`src/rtl/tone_note_detector_pkg.sv`:
```
`default_nettype none
// ============================================================================
// Module      : tone_note_detector_pkg
// Description : Shared note table for the square-wave note path. It holds the
//               note codes, the class encoding (four notes plus NONE), the
//               nominal periods in CLOCK_50 cycles, the band tolerance, the
//               no-tone timeout and the lock count. The tone generator and the
//               detector both use it, so they always agree on the table.
// Revision    : 1.0 - initial release
// ============================================================================
package tone_note_detector_pkg;

    localparam int c_CNT_W      = 18;
    localparam int c_NOM_A      = 113636;   // A4, 440.00 Hz
    localparam int c_NOM_C      = 191113;   // C4, 261.63 Hz
    localparam int c_NOM_F      = 143172;   // F4, 349.23 Hz
    localparam int c_NOM_G      = 127551;   // G4, 392.00 Hz
    localparam int c_TOL        = 2048;
    localparam int c_MAX_PERIOD = 200000;
    localparam int c_MATCH_CNT  = 3;

    localparam logic [1:0] NOTE_A = 2'd0;
    localparam logic [1:0] NOTE_C = 2'd1;
    localparam logic [1:0] NOTE_F = 2'd2;
    localparam logic [1:0] NOTE_G = 2'd3;

    // The low two bits of a note class are its note code.
    typedef enum logic [2:0] {
        CLS_A    = 3'd0,
        CLS_C    = 3'd1,
        CLS_F    = 3'd2,
        CLS_G    = 3'd3,
        CLS_NONE = 3'd4
    } note_cls_t;

    typedef enum logic [1:0] {
        ST_IDLE    = 2'd0,
        ST_MEASURE = 2'd1,
        ST_LOCKED  = 2'd2
    } det_state_t;

    // Inclusive band test: nom - tol <= p <= nom + tol.
    function automatic logic in_band(input int p, input int nom, input int tol);
        return (p >= nom - tol) && (p <= nom + tol);
    endfunction

    // Bands never overlap, so the order of the tests does not matter.
    function automatic note_cls_t classify(input int p,
                                           input int nom_a, input int nom_c,
                                           input int nom_f, input int nom_g,
                                           input int tol);
        note_cls_t cls;
        cls = CLS_NONE;
        if (in_band(p, nom_a, tol)) begin
            cls = CLS_A;
        end else if (in_band(p, nom_c, tol)) begin
            cls = CLS_C;
        end else if (in_band(p, nom_f, tol)) begin
            cls = CLS_F;
        end else if (in_band(p, nom_g, tol)) begin
            cls = CLS_G;
        end
        return cls;
    endfunction

endpackage
`default_nettype wire

```
`src/rtl/tone_edge_sync.sv`:
```
`default_nettype none
// ============================================================================
// Module      : tone_edge_sync
// Description : Two-flop synchroniser for an asynchronous input followed by a
//               registered rising-edge detector. o_rise is a one-cycle pulse
//               that appears three clocks after i_async rises.
// Ports       : clk     in  system clock
//               rst_n   in  asynchronous active-low reset
//               i_async in  asynchronous level input
//               o_rise  out one-cycle rising-edge pulse
// Revision    : 1.0 - initial release
// ============================================================================
module tone_edge_sync (
    input  logic clk,
    input  logic rst_n,
    input  logic i_async,
    output logic o_rise
);

    logic r_meta;
    logic r_sync;
    logic r_prev;
    logic r_rise;

    always_ff @(posedge clk or negedge rst_n) begin
        if (!rst_n) begin
            r_meta <= 1'b0;
            r_sync <= 1'b0;
            r_prev <= 1'b0;
            r_rise <= 1'b0;
        end else begin
            r_meta <= i_async;
            r_sync <= r_meta;
            r_prev <= r_sync;
            r_rise <= r_sync & ~r_prev;
        end
    end

    assign o_rise = r_rise;

endmodule
`default_nettype wire

```
`src/rtl/tone_note_detector.sv`:
```
`default_nettype none
// ============================================================================
// Module      : tone_note_detector
// Description : Measures the period between rising edges of an asynchronous
//               square-wave tone and decodes it to one of the notes A, C, F, G.
//               A note is locked after MATCH_CNT consecutive periods fall in
//               the same band; a mismatched or out-of-band period drops the
//               lock, and MAX_PERIOD cycles without an edge return to IDLE.
// Ports       : CLOCK_50    in   system clock
//               RESET_N     in   asynchronous active-low reset
//               tone_in     in   asynchronous tone input
//               note_valid  out  high while locked on a note
//               note_id     out  0=A 1=C 2=F 3=G, meaningful with note_valid
//               note_strobe out  one-cycle pulse when note_valid rises
//               period_out  out  last measured period in cycles
//               period_vld  out  one-cycle pulse when period_out updates
// Revision    : 1.0 - initial release
// ============================================================================
module tone_note_detector
    import tone_note_detector_pkg::*;
#(
    parameter int CNT_W      = c_CNT_W,
    parameter int NOM_A      = c_NOM_A,
    parameter int NOM_C      = c_NOM_C,
    parameter int NOM_F      = c_NOM_F,
    parameter int NOM_G      = c_NOM_G,
    parameter int TOL        = c_TOL,
    parameter int MAX_PERIOD = c_MAX_PERIOD,
    parameter int MATCH_CNT  = c_MATCH_CNT
) (
    input  logic             CLOCK_50,
    input  logic             RESET_N,
    input  logic             tone_in,
    output logic             note_valid,
    output logic [1:0]       note_id,
    output logic             note_strobe,
    output logic [CNT_W-1:0] period_out,
    output logic             period_vld
);

    localparam int               c_MW    = $clog2(MATCH_CNT + 1);
    localparam logic [CNT_W-1:0] c_MAX   = CNT_W'(MAX_PERIOD);
    localparam logic [c_MW-1:0]  c_MATCH = c_MW'(MATCH_CNT);

    logic             w_edge;
    logic             w_timeout;
    logic [CNT_W-1:0] r_cnt;
    note_cls_t        w_cls;
    note_cls_t        r_cls;
    note_cls_t        r_prev;
    logic             r_cls_vld;
    logic [c_MW-1:0]  r_match;
    logic [c_MW-1:0]  w_match_next;
    det_state_t       r_state;

    tone_edge_sync u_edge_sync (
        .clk     (CLOCK_50),
        .rst_n   (RESET_N),
        .i_async (tone_in),
        .o_rise  (w_edge)
    );

    // An edge on the saturation cycle is a valid period, so it suppresses
    // the timeout.
    assign w_timeout = (r_cnt == c_MAX) && !w_edge;

    // Restarting at 1 makes the value seen on the next edge cycle equal to
    // the number of cycles between the two edges.
    always_ff @(posedge CLOCK_50 or negedge RESET_N) begin
        if (!RESET_N) begin
            r_cnt <= '0;
        end else if (w_edge) begin
            r_cnt <= CNT_W'(1);
        end else if (r_cnt != c_MAX) begin
            r_cnt <= r_cnt + CNT_W'(1);
        end
    end

    always_comb begin
        w_cls        = classify(32'(period_out), NOM_A, NOM_C, NOM_F, NOM_G, TOL);
        w_match_next = (r_cls == r_prev) ? (r_match + c_MW'(1)) : c_MW'(1);
    end

    always_ff @(posedge CLOCK_50 or negedge RESET_N) begin
        if (!RESET_N) begin
            r_state     <= ST_IDLE;
            r_prev      <= CLS_NONE;
            r_cls       <= CLS_NONE;
            r_cls_vld   <= 1'b0;
            r_match     <= '0;
            note_valid  <= 1'b0;
            note_id     <= '0;
            note_strobe <= 1'b0;
            period_out  <= '0;
            period_vld  <= 1'b0;
        end else begin
            period_vld  <= 1'b0;
            note_strobe <= 1'b0;
            r_cls_vld   <= period_vld;
            if (period_vld) begin
                r_cls <= w_cls;
            end
            // The first edge out of IDLE only opens a measurement window.
            if (w_edge && (r_state != ST_IDLE)) begin
                period_out <= r_cnt;
                period_vld <= 1'b1;
            end

            if (w_timeout) begin
                r_state    <= ST_IDLE;
                r_match    <= '0;
                note_valid <= 1'b0;
                note_id    <= '0;
            end else begin
                case (r_state)
                    ST_IDLE: begin
                        if (w_edge) begin
                            r_state <= ST_MEASURE;
                        end
                    end
                    ST_MEASURE: begin
                        if (r_cls_vld) begin
                            if (r_cls == CLS_NONE) begin
                                r_match <= '0;
                            end else begin
                                r_prev  <= r_cls;
                                r_match <= w_match_next;
                                if (w_match_next == c_MATCH) begin
                                    r_state     <= ST_LOCKED;
                                    note_valid  <= 1'b1;
                                    note_id     <= r_cls[1:0];
                                    note_strobe <= 1'b1;
                                end
                            end
                        end
                    end
                    ST_LOCKED: begin
                        // r_prev holds the locked class while locked.
                        if (r_cls_vld && (r_cls != r_prev)) begin
                            r_state    <= ST_MEASURE;
                            note_valid <= 1'b0;
                            if (r_cls == CLS_NONE) begin
                                r_match <= '0;
                            end else begin
                                r_match <= c_MW'(1);
                                r_prev  <= r_cls;
                            end
                        end
                    end
                    default: begin
                        r_state <= ST_IDLE;
                    end
                endcase
            end
        end
    end

endmodule
`default_nettype wire
```
`config.mk`:
```
export PLATFORM = sky130hd
export DESIGN_NAME = tone_note_detector
export DESIGN_NICKNAME = d
export VERILOG_FILES = /design/src/rtl/tone_note_detector_pkg.sv /design/src/rtl/tone_edge_sync.sv /design/src/rtl/tone_note_detector.sv
export SDC_FILE = /design/constraint.sdc
export NUM_CORES = 1
export LEC_CHECK = 0
export CORE_MARGIN = 2
export CORE_UTILIZATION = 57
export CTS_CLUSTER_DIAMETER = 60
export DETAILED_ROUTE_END_ITERATION = 10
export PLACE_DENSITY = 0.79
export SYNTH_ARGS = -nofsm -noshare
export SYNTH_HDL_FRONTEND = slang
export SYNTH_SLANG_ARGS = --single-unit
```
`constraint.sdc`:
```
create_clock -name CLOCK_50 -period 3.15 [get_ports CLOCK_50]
set_input_delay 0.315 -clock CLOCK_50 [delete_from_list [all_inputs] [get_ports CLOCK_50]]
set_output_delay 0.315 -clock CLOCK_50 [all_outputs]
set_load 0.05 [all_outputs]
```
==> impl_metrics.yaml, run 1 <==
worst_setup_path:
  rr_startpoint: "period_out[8]"
  critical_path.max_fanout: 7
  slowest_delay_ns: 0.58
  path_cells: "or4_4, or4_4, o21ai_2, a21boi_2, o31a_1, a22o_1"
  cp.arrival_ns: 2.52
  timing.rr.end: "r_cls[1]"
  path_depth: 6
  critical_path_class: "flip-flop to flip-flop"
  critical_path_required_ns: 3.35
  worstSetupStartpointType: "flip-flop"
  path_buf_inv: 0
  cp-end-kind: "flip-flop"
  critPathMostFrequentCell: "or4_4"
  r2r_slack_ns: 0.83
  path_delay_family: "simple AND/OR/NAND/NOR gates"
  cpMaxStageDelayCell: "or4_4"
  ff2ff_path_depth: 6
floorplan:
  rows: 25
  fp.dieH_um: 73.7
  coreArea_mm2: 0.00469
  io_pins: 26
  die_w_um: 73.7
  initial_core_util: 0.589
  dieArea_mm2: 0.00542
cts:
  cts_buffers: 5
  htree_levels: 2
  cts_root_buf: "clkbuf_8"
  post-cts-setup-buffers: 0
  clkSinkCount: 56
  clockBufferDepth: 2
  cts_tree: "done"
  postCtsHoldBufs: 0
  cts_resized: 0
  worstSkewPairLatency_ns: 0.31
  clk_pin_slew_ns: 0.09
timing:
  rsz0062_at_grt: "no"
  fin_tns_setup_ns: 0
  postLayoutSetupSlackWorst_ns: 0.828
  fmax_mhz: 431
  finalSetupViolations: 0
  period_minus_slack_ns: 2.32
  relSlewSlack: 0.493
  hold_violations: 0
  drv_slew: 0
  tightest_slew_ns: 0.761
  min_period_over_period: 0.737
  fin_skew_ns: 0.00689
placement:
  routabilityCongestion: 0.875
  io_buffer_count: 25
  pre_cts_ws_ns: 0.843
  dp_hpwl_um: 4340
drt:
  ant_nets: 0
  drt-pass1-iter-count: 4
  drc_errors: 0
  wl_met3_um: 301
  vias: 2097
  drt-initial-drc-count: 182
  top_layer: "met4"
  routed_wirelength_um: 5790
  dr_wl_met2_um: 2800
  vias_per_cell: 6.06
  avgRoutedWirePerCell_um: 16.7
  drt-met1-wl_um: 2600
job:
  maxCapViolations: 0
status:
  status: "finished clean"
power:
  p_leak_nw: 1.46
  powerDensity_mw_per_mm2: 516
  ir_worst_vdd_mv: 0.387
global_routing:
  gr-total-overflow: 0
  track_usage: 0.240
  grt_pass1_vias: 2032
  grt_max_degree: 37
  antenna_found_initial: 0
  grt_pass1_wl_um: 9800
layout:
  num-nets-final: 296
  n_antenna_cell: 0
  post-route-util: 0.681
  areaGrowthSynthToFinish_pct: 15.5
  drive_gt1_frac: 0.0822
logic_synthesis:
  ys.flop_type: "dfrtp_1"
  ys_ff_latch: 56
  synthesis.nets: 267
  async_flop_share: 1.00
  synth_edf_count: 0
  syn_inst: 262
  synthDistinctLibCells: 52
  synth_seq_area_share: 0.508
  synth_area_mm2: 0.00277
  synth.yosys.warnings: 0
  synth.area.top_cells: "dfrtp_1 (49%), mux2_1 (6.9%), nor2_1 (3.9%)"
  synth_top_cell_area_share: 0.489
  yosys.area.top_type: "dfrtp_1"
  syn-mean-instance-area_um2: 10.6
worst_hold_path:
  hp-class: "input port to asynchronous set/reset pin"
Yosys cell counts, drive strengths merged, types with 2 or more instances:
cell	count
nor2	29
ha	2
nor4	5
xnor2	6
nor4b	2
dfrtp	54
o311ai	2
and3	2
nand4b	3
or4	3
nor3	7
nor2b	3
mux2i	3
dfstp	2
a21oi	9
inv	7
clkbuf	8
or3	8
nand2	16
nand3	13
mux2	20
and4	2
o31a	2
nand4	6
o21ai	14
nand3b	3
and2	2
xor2	11
nand2b	2
worst max path at each step:
| stage | from | endpoint | slack (ns) |
|---|---|---|---|
| 2_1_floorplan | period_out[8] | r_cls[1] | 0.72 |
| 3_3_place_gp | period_out[8] | r_cls[1] | 0.91 |
| 3_5_place_dp | period_out[8] | r_cls[1] | 0.84 |
| 4_1_cts | period_out[8] | r_cls[1] | 0.82 |
| 5_1_grt | period_out[8] | r_cls[0] | 0.72 |
| 6_report | period_out[8] | r_cls[1] | 0.83 |
layer usage:
| layer | vias to the layer above | global-route usage |
|---|---|---|
| li1 | 1009 | - |
| met1 | 1021 | 0.332 |
| met2 | 59 | 0.374 |
| met3 | 8 | 0.0453 |
| met4 | 0 | 0.0949 |
| met5 | - | 0 |
worst reg2reg max path: cells and delay by family, from the launching register on:
family	cells	cell delay [ns]
simple gates	2	1.09
compound gates	4	0.66
flops	1	0.46
per-stage QoR:
step | instances | total power [mW] | hold slack [ns] | instance area, um^2
after floorplan | 262 | 1.08 | 0.0194 | 2770
after global routing | 346 | 1.73 | 0.137 | 3190
after detailed placement | 338 | 1.21 | 0.342 | 3090
after CTS | 346 | 1.66 | 0.0928 | 3190
final | 346 | 1.65 | 0.0745 | 3190
after global placement | 338 | 1.19 | 0.335 | 3090
cells in the final DEF, fill, tap and decap left out, types with 6 or more instances in the layout:
master / count
dfrtp_1: 54
nor2_1: 29
clkdlybuf4s50_1: 24
mux2_1: 17
nand2_1: 16
nand3_1: 13
xor2_1: 11
a21oi_1: 9
or3_1: 8
o21ai_0: 8
inv_1: 7
nor3_1: 7
nand4_1: 6
xnor2_1: 6
report_power, final:
| group | leakage (nW) | switching, mW | internal (mW) |
|---|---|---|---|
| combinational | 0.660 | 0.209 | 0.124 |
| sequential | 0.748 | 0.0824 | 0.780 |
| clock | 0.0552 | 0.218 | 0.236 |
| total | 1.46 | 0.509 | 1.14 |
logic make-up (layout without fill, tap and decap cells):
logic type | count (synthesis) | after routing | synth area share
and+or+nand+nor | 109 | 109 | 0.220
DFF | 56 | 56 | 0.508
AOI/OAI and AO/OA | 40 | 40 | 0.0968
muxes | 23 | 23 | 0.0923
xor gates and xnor gates | 17 | 17 | 0.0538
buffers and inverters | 15 | 45 | 0.0204
adders and majority gates | 2 | 2 | 0.00905
registers in the layout, indices dropped and copies added (netlist names):
signal,cells
note_valid,1
period_out,18
u_edge_sync.o_rise,1
r_state,2
note_strobe,1
r_cls,3
u_edge_sync.r_meta,1
note_id,2
r_cls_vld,1
r_prev,3
u_edge_sync.r_prev,1
u_edge_sync.r_sync,1
r_cnt,18
r_match,2
period_vld,1
layout make-up:
cell class                 instances  area, um^2
clock inverter                     2        35.0
clock buffer                       6        72.6
sequential                        56        1400
timing repair buffer              30         283
inverter                           7        26.3
tap                               54        67.6
multi-input combinational        191        1310
fill                             363        1500
Power figures use the tool's default switching activity.
==> run 2, diff against run 1 <==
==> constraint.sdc (replaced) <==
create_clock -name CLOCK_50 -period 2.14 [get_ports CLOCK_50]
set_input_delay 0.214 -clock CLOCK_50 [delete_from_list [all_inputs] [get_ports CLOCK_50]]
set_output_delay 0.214 -clock CLOCK_50 [all_outputs]
set_load 0.05 [all_outputs]
==> impl_metrics.yaml, run 2 (same netlist as run 1, synthesis figures left out) <==
placement:
  io_buffer_count: 25
  dp_cells: 357
  dp_hpwl_um: 4250
  routabilityCongestion: 0.843
  dpl_cell_area_mm2: 0.00325
cts:
  cts_tree: "done"
  clk_pin_slew_ns: 0.09
  clockBufferDepth: 2
  worstSkewPairLatency_ns: 0.31
  cts_buffers: 5
  cts_root_buf: "clkbuf_8"
  clkSinkCount: 56
  htree_levels: 2
power:
  ir_worst_vdd_mv: 0.389
  p_sw_frac: 0.311
  combinationalPowerShare: 0.213
  intPower_mw: 1.70
  switchingPower_mw: 0.766
  powerDensity_mw_per_mm2: 726
  p_leak_nw: 1.59
  p_seq_frac: 0.513
  pwr-share-clk: 0.274
layout:
  num-nets-final: 317
  design_area_mm2: 0.00340
  fin_cells: 367
  drive_gt1_frac: 0.160
  n_antenna_cell: 0
  top_regs: "period_out: 18 flops, r_cnt: 18 flops"
  final_common_cell: "dfrtp_1"
  areaGrowthSynthToFinish_pct: 22.9
  post-route-util: 0.724
  mostFrequentLayoutCells: "dfrtp_1 (50), nor2_1 (29), clkdlybuf4s50_1 (24), buf_4 (24), mux2_1 (17)"
worst_setup_path:
  cp.arrival_ns: 2.38
  worstSetupStartpointType: "flip-flop"
  cp-end-kind: "flip-flop"
  critical_path_required_ns: 2.39
  critical_path.max_fanout: 2
  timing.rr.end: "r_cls[0]"
  ff2ff_path_depth: 7
  critical_path_class: "flip-flop to flip-flop"
  r2r_slack_ns: 0.006
  rr_startpoint: "period_out[6]"
floorplan:
  coreArea_mm2: 0.00469
  fp.dieH_um: 73.7
  die_w_um: 73.7
  io_pins: 26
  dieArea_mm2: 0.00542
  rows: 25
  initial_core_util: 0.589
drt:
  avgRoutedWirePerCell_um: 16.4
  routed_wirelength_um: 6030
  drt-initial-drc-count: 163
  ant_nets: 0
  vias: 2189
  vias_per_cell: 5.96
  drc_errors: 0
  drt-pass1-iter-count: 4
timing:
  fin_skew_ns: 0.00802
  fmax_mhz: 469
  rsz0062_at_grt: "yes"
  drv_slew: 0
  min_period_over_period: 0.997
  hold_violations: 0
  relSlewSlack: 0.657
  fin_tns_setup_ns: 0
  finalSetupViolations: 0
  tightest_slew_ns: 0.507
  period_minus_slack_ns: 2.13
global_routing:
  track_usage: 0.241
  grt_pass1_vias: 2057
  grt_max_degree: 36
  antenna_found_initial: 0
  gr-total-overflow: 0
  grt_pass1_wl_um: 9870
job:
  maxCapViolations: 0
status:
  status: "finished clean"
worst_hold_path:
  hold_start: "tone_in"
  worstHoldPathCells: 1
  holdPathEnd: "u_edge_sync.r_meta"
  hp-class: "input port to flip-flop"
run 2: what timing repair did:
item	CTS	global route
hold buffers	1	0
setup endpoints to repair	3	6
endpoints found under the hold margin	19	0
resized for setup	1	3
pin swaps	6	3
buffers inserted	1	0
run 2: worst max path at each step:
stage               cells past startpoint  slack [ns]     startpoint        to
floorplan                               6       -0.18  period_out[4]  r_cls[1]
global placement                        6       -0.03  period_out[4]  r_cls[1]
detailed placement                      6       -0.05  period_out[4]  r_cls[1]
CTS                                     7       -0.03  period_out[6]  r_cls[0]
global route                            6       -0.06  period_out[5]  r_cls[0]
finish                                  7       0.006  period_out[6]  r_cls[0]
run 2: metal layers:
layer,track usage,vias up,wire length [um],part of all wire
met5,0,-,0,0
met4,0.101,0,85,0.014
met3,0.0521,10,196,0.032
met2,0.357,48,2880,0.48
met1,0.346,1081,2870,0.48
li1,-,1050,-,-
run 2: power by group through the flow:
stage / Combinational (mW) / Clock, mW / Sequential, mW
6_report: 0.524 / 0.676 / 1.27
3_3_place_gp: 0.500 / 0 / 1.27
5_1_grt: 0.570 / 0.730 / 1.28
3_5_place_dp: 0.511 / 0 / 1.28
4_1_cts: 0.522 / 0.691 / 1.26
2_1_floorplan: 0.225 / 0 / 1.37
run 2: metrics by stage:
step | setup WS, ns | hold slack, ns | total power [mW]
after floorplan | -0.179 | -0.0816 | 1.59
after global placement | -0.0255 | 0.209 | 1.77
final | 0.00639 | 0.336 | 2.47
after global routing | -0.0558 | 0.319 | 2.58
after detailed placement | -0.0549 | 0.217 | 1.79
after CTS | -0.0257 | 0.329 | 2.47
run 2: final cells by class:
type                       count  area (um^2)
sequential                    56         1410
multi-input combinational    191         1330
fill                         344         1290
timing repair buffer          51          455
clock buffer                   7         76.3
tap                           54         67.6
clock inverter                 1         30.0
inverter                       7         26.3
run 2: critical path: stages, from the launching register on:
cell and delay (ns):
dfrtp_2 0.41, or4_4 0.52, or4_4 0.50, o21ai_2 0.08, a21boi_2 0.08, buf_4 0.14, nor3_1 0.19, a221o_1 0.16
==> run 3, diff against run 2 <==
--- a/config.mk
+++ b/config.mk
@@ -5,11 +5,13 @@
 export SDC_FILE = /design/constraint.sdc
 export NUM_CORES = 1
 export LEC_CHECK = 0
+export CELL_PAD_IN_SITES_DETAIL_PLACEMENT = 1
+export CELL_PAD_IN_SITES_GLOBAL_PLACEMENT = 1
 export CORE_MARGIN = 2
-export CORE_UTILIZATION = 57
+export CORE_UTILIZATION = 45
 export CTS_CLUSTER_DIAMETER = 60
 export DETAILED_ROUTE_END_ITERATION = 10
-export PLACE_DENSITY = 0.79
+export PLACE_DENSITY_LB_ADDON = 0.1
 export SYNTH_ARGS = -nofsm -noshare
 export SYNTH_HDL_FRONTEND = slang
 export SYNTH_SLANG_ARGS = --single-unit
==> impl_metrics.yaml, run 3 (same netlist as run 1, synthesis figures left out) <==
status:
  status: "finished, violations left"
  violations: "setup timing"
global_routing:
  antenna_found_initial: 0
  grt_pass1_vias: 2332
  grt_pass1_wl_um: 11700
  track_usage: 0.234
  grt_max_degree: 27
  gr-total-overflow: 0
worst_setup_path:
  slowest_delay_ns: 0.55
  cpMaxStageDelayCell: "or4_4"
  ff2ff_path_depth: 6
  critPathMostFrequentCell: "or4_4"
  critical_path_required_ns: 2.34
  worstSetupStartpointType: "flip-flop"
  r2r_slack_ns: -0.04
  cp.arrival_ns: 2.38
  critical_path.max_fanout: 2
  cp-end-kind: "flip-flop"
  critical_path_class: "flip-flop to flip-flop"
  path_cells: "or4_4, or4_4, o21ai_2, a21boi_2, o31a_1, a22o_1"
timing:
  tightest_slew_ns: 0.576
  finalSetupViolations: 3
  hold_violations: 0
  postLayoutSetupSlackWorst_ns: -0.0404
  rsz0062_at_grt: "yes"
  fmax_mhz: 459
  period_minus_slack_ns: 2.18
  relSlewSlack: 0.610
  hold_ws_ns: 0.339
  fin_skew_ns: 0.00873
  drv_slew: 0
  fin_tns_setup_ns: -0.0658
  min_period_over_period: 1.02
floorplan:
  initial_core_util: 0.467
  rows: 28
  fp.dieH_um: 82.4
  die_w_um: 82.4
  io_pins: 26
  dieArea_mm2: 0.00679
  coreArea_mm2: 0.00592
layout:
  final_common_cell: "dfrtp_1"
  fin_cells: 392
  areaGrowthSynthToFinish_pct: 25.5
  n_antenna_cell: 0
  drive_gt1_frac: 0.183
  num-nets-final: 321
  num-fill-cells: 663
  post-route-util: 0.586
  design_area_mm2: 0.00347
  top_regs: "period_out: 18 flops, r_cnt: 18 flops"
  mostFrequentLayoutCells: "dfrtp_1 (50), nor2_1 (29), buf_4 (28)"
drt:
  drt-pass1-iter-count: 4
  routed_wirelength_um: 7180
  vias: 2224
  avgRoutedWirePerCell_um: 18.3
  vias_per_cell: 5.67
  drc_errors: 0
  drt-initial-drc-count: 118
  ant_nets: 0
power:
  intPower_mw: 1.74
  p_leak_nw: 1.62
  powerDensity_mw_per_mm2: 735
  pwr-share-clk: 0.287
  combinationalPowerShare: 0.221
  switchingPower_mw: 0.808
  p_sw_frac: 0.317
  ir_worst_vdd_mv: 0.372
  p_seq_frac: 0.491
  total_power_mw: 2.55
worst_hold_path:
  hp-class: "input port to flip-flop"
  worstHoldPathCells: 1
cts:
  worstSkewPairLatency_ns: 0.31
  clk_pin_slew_ns: 0.10
  cts_tree: "done"
  htree_levels: 2
  clockBufferDepth: 2
  cts_root_buf: "clkbuf_8"
  cts_buffers: 5
  clkSinkCount: 56
placement:
  routabilityCongestion: 0.764
  dp_hpwl_um: 5450
  dp_cells: 381
  pre_cts_ws_ns: -0.0527
  dpl_cell_area_mm2: 0.00328
  io_buffer_count: 25
job:
  maxCapViolations: 0
## run 3: what timing repair did
item	4_1_cts	5_1_grt
hold buffers	1	0
resized for setup	1	6
endpoints found under the setup margin	3	6
setup buffers	2	0
pin swaps	5	6
hold endpoints to repair	22	0
## run 3: worst max-delay path, delay by kind of cell, from the launching register on
| kind | cells | cell delay (ns) |
|---|---|---|
| AND/OR/NAND/NOR | 2 | 1.06 |
| AO/OA/AOI/OAI | 4 | 0.61 |
| flip-flops | 1 | 0.42 |
## run 3: worst paths after layout
check / start / endpoint
worst max-delay path: period_out[6] / r_cls[1]
worst min-delay path: tone_in / u_edge_sync.r_meta
worst max register to register: period_out[6] / r_cls[1]
worst min register to register: u_edge_sync.r_meta / u_edge_sync.r_sync
max in group asynchronous: RESET_N / r_cnt[15]
min in group asynchronous: RESET_N / note_id[0]
## run 3: routing by layer
metal,part of all wire,global-route usage
met3,0.020,0.0337
met2,0.50,0.406
met4,0.013,0.0767
met5,0,0
met1,0.46,0.298
## run 3: power by group through the flow
stage | registers (mW) | clock network [mW] | logic (mW)
detailed placement | 1.27 | 0 | 0.556
floorplan | 1.37 | 0 | 0.225
global route | 1.27 | 0.790 | 0.615
finish | 1.25 | 0.733 | 0.565
global placement | 1.27 | 0 | 0.539
CTS | 1.25 | 0.754 | 0.568
## run 3: layout make-up
type	instances	area [um^2]	share of cell area
Sequential cell	56	1410	0.406
Multi-Input combinational cell	191	1340	0.387
Clock buffer	6	82.6	0.0238
Timing Repair Buffer	55	477	0.137
Tap cell	75	93.8	0.0270
Inverter	7	26.3	0.00757
Clock inverter	2	38.8	0.0112
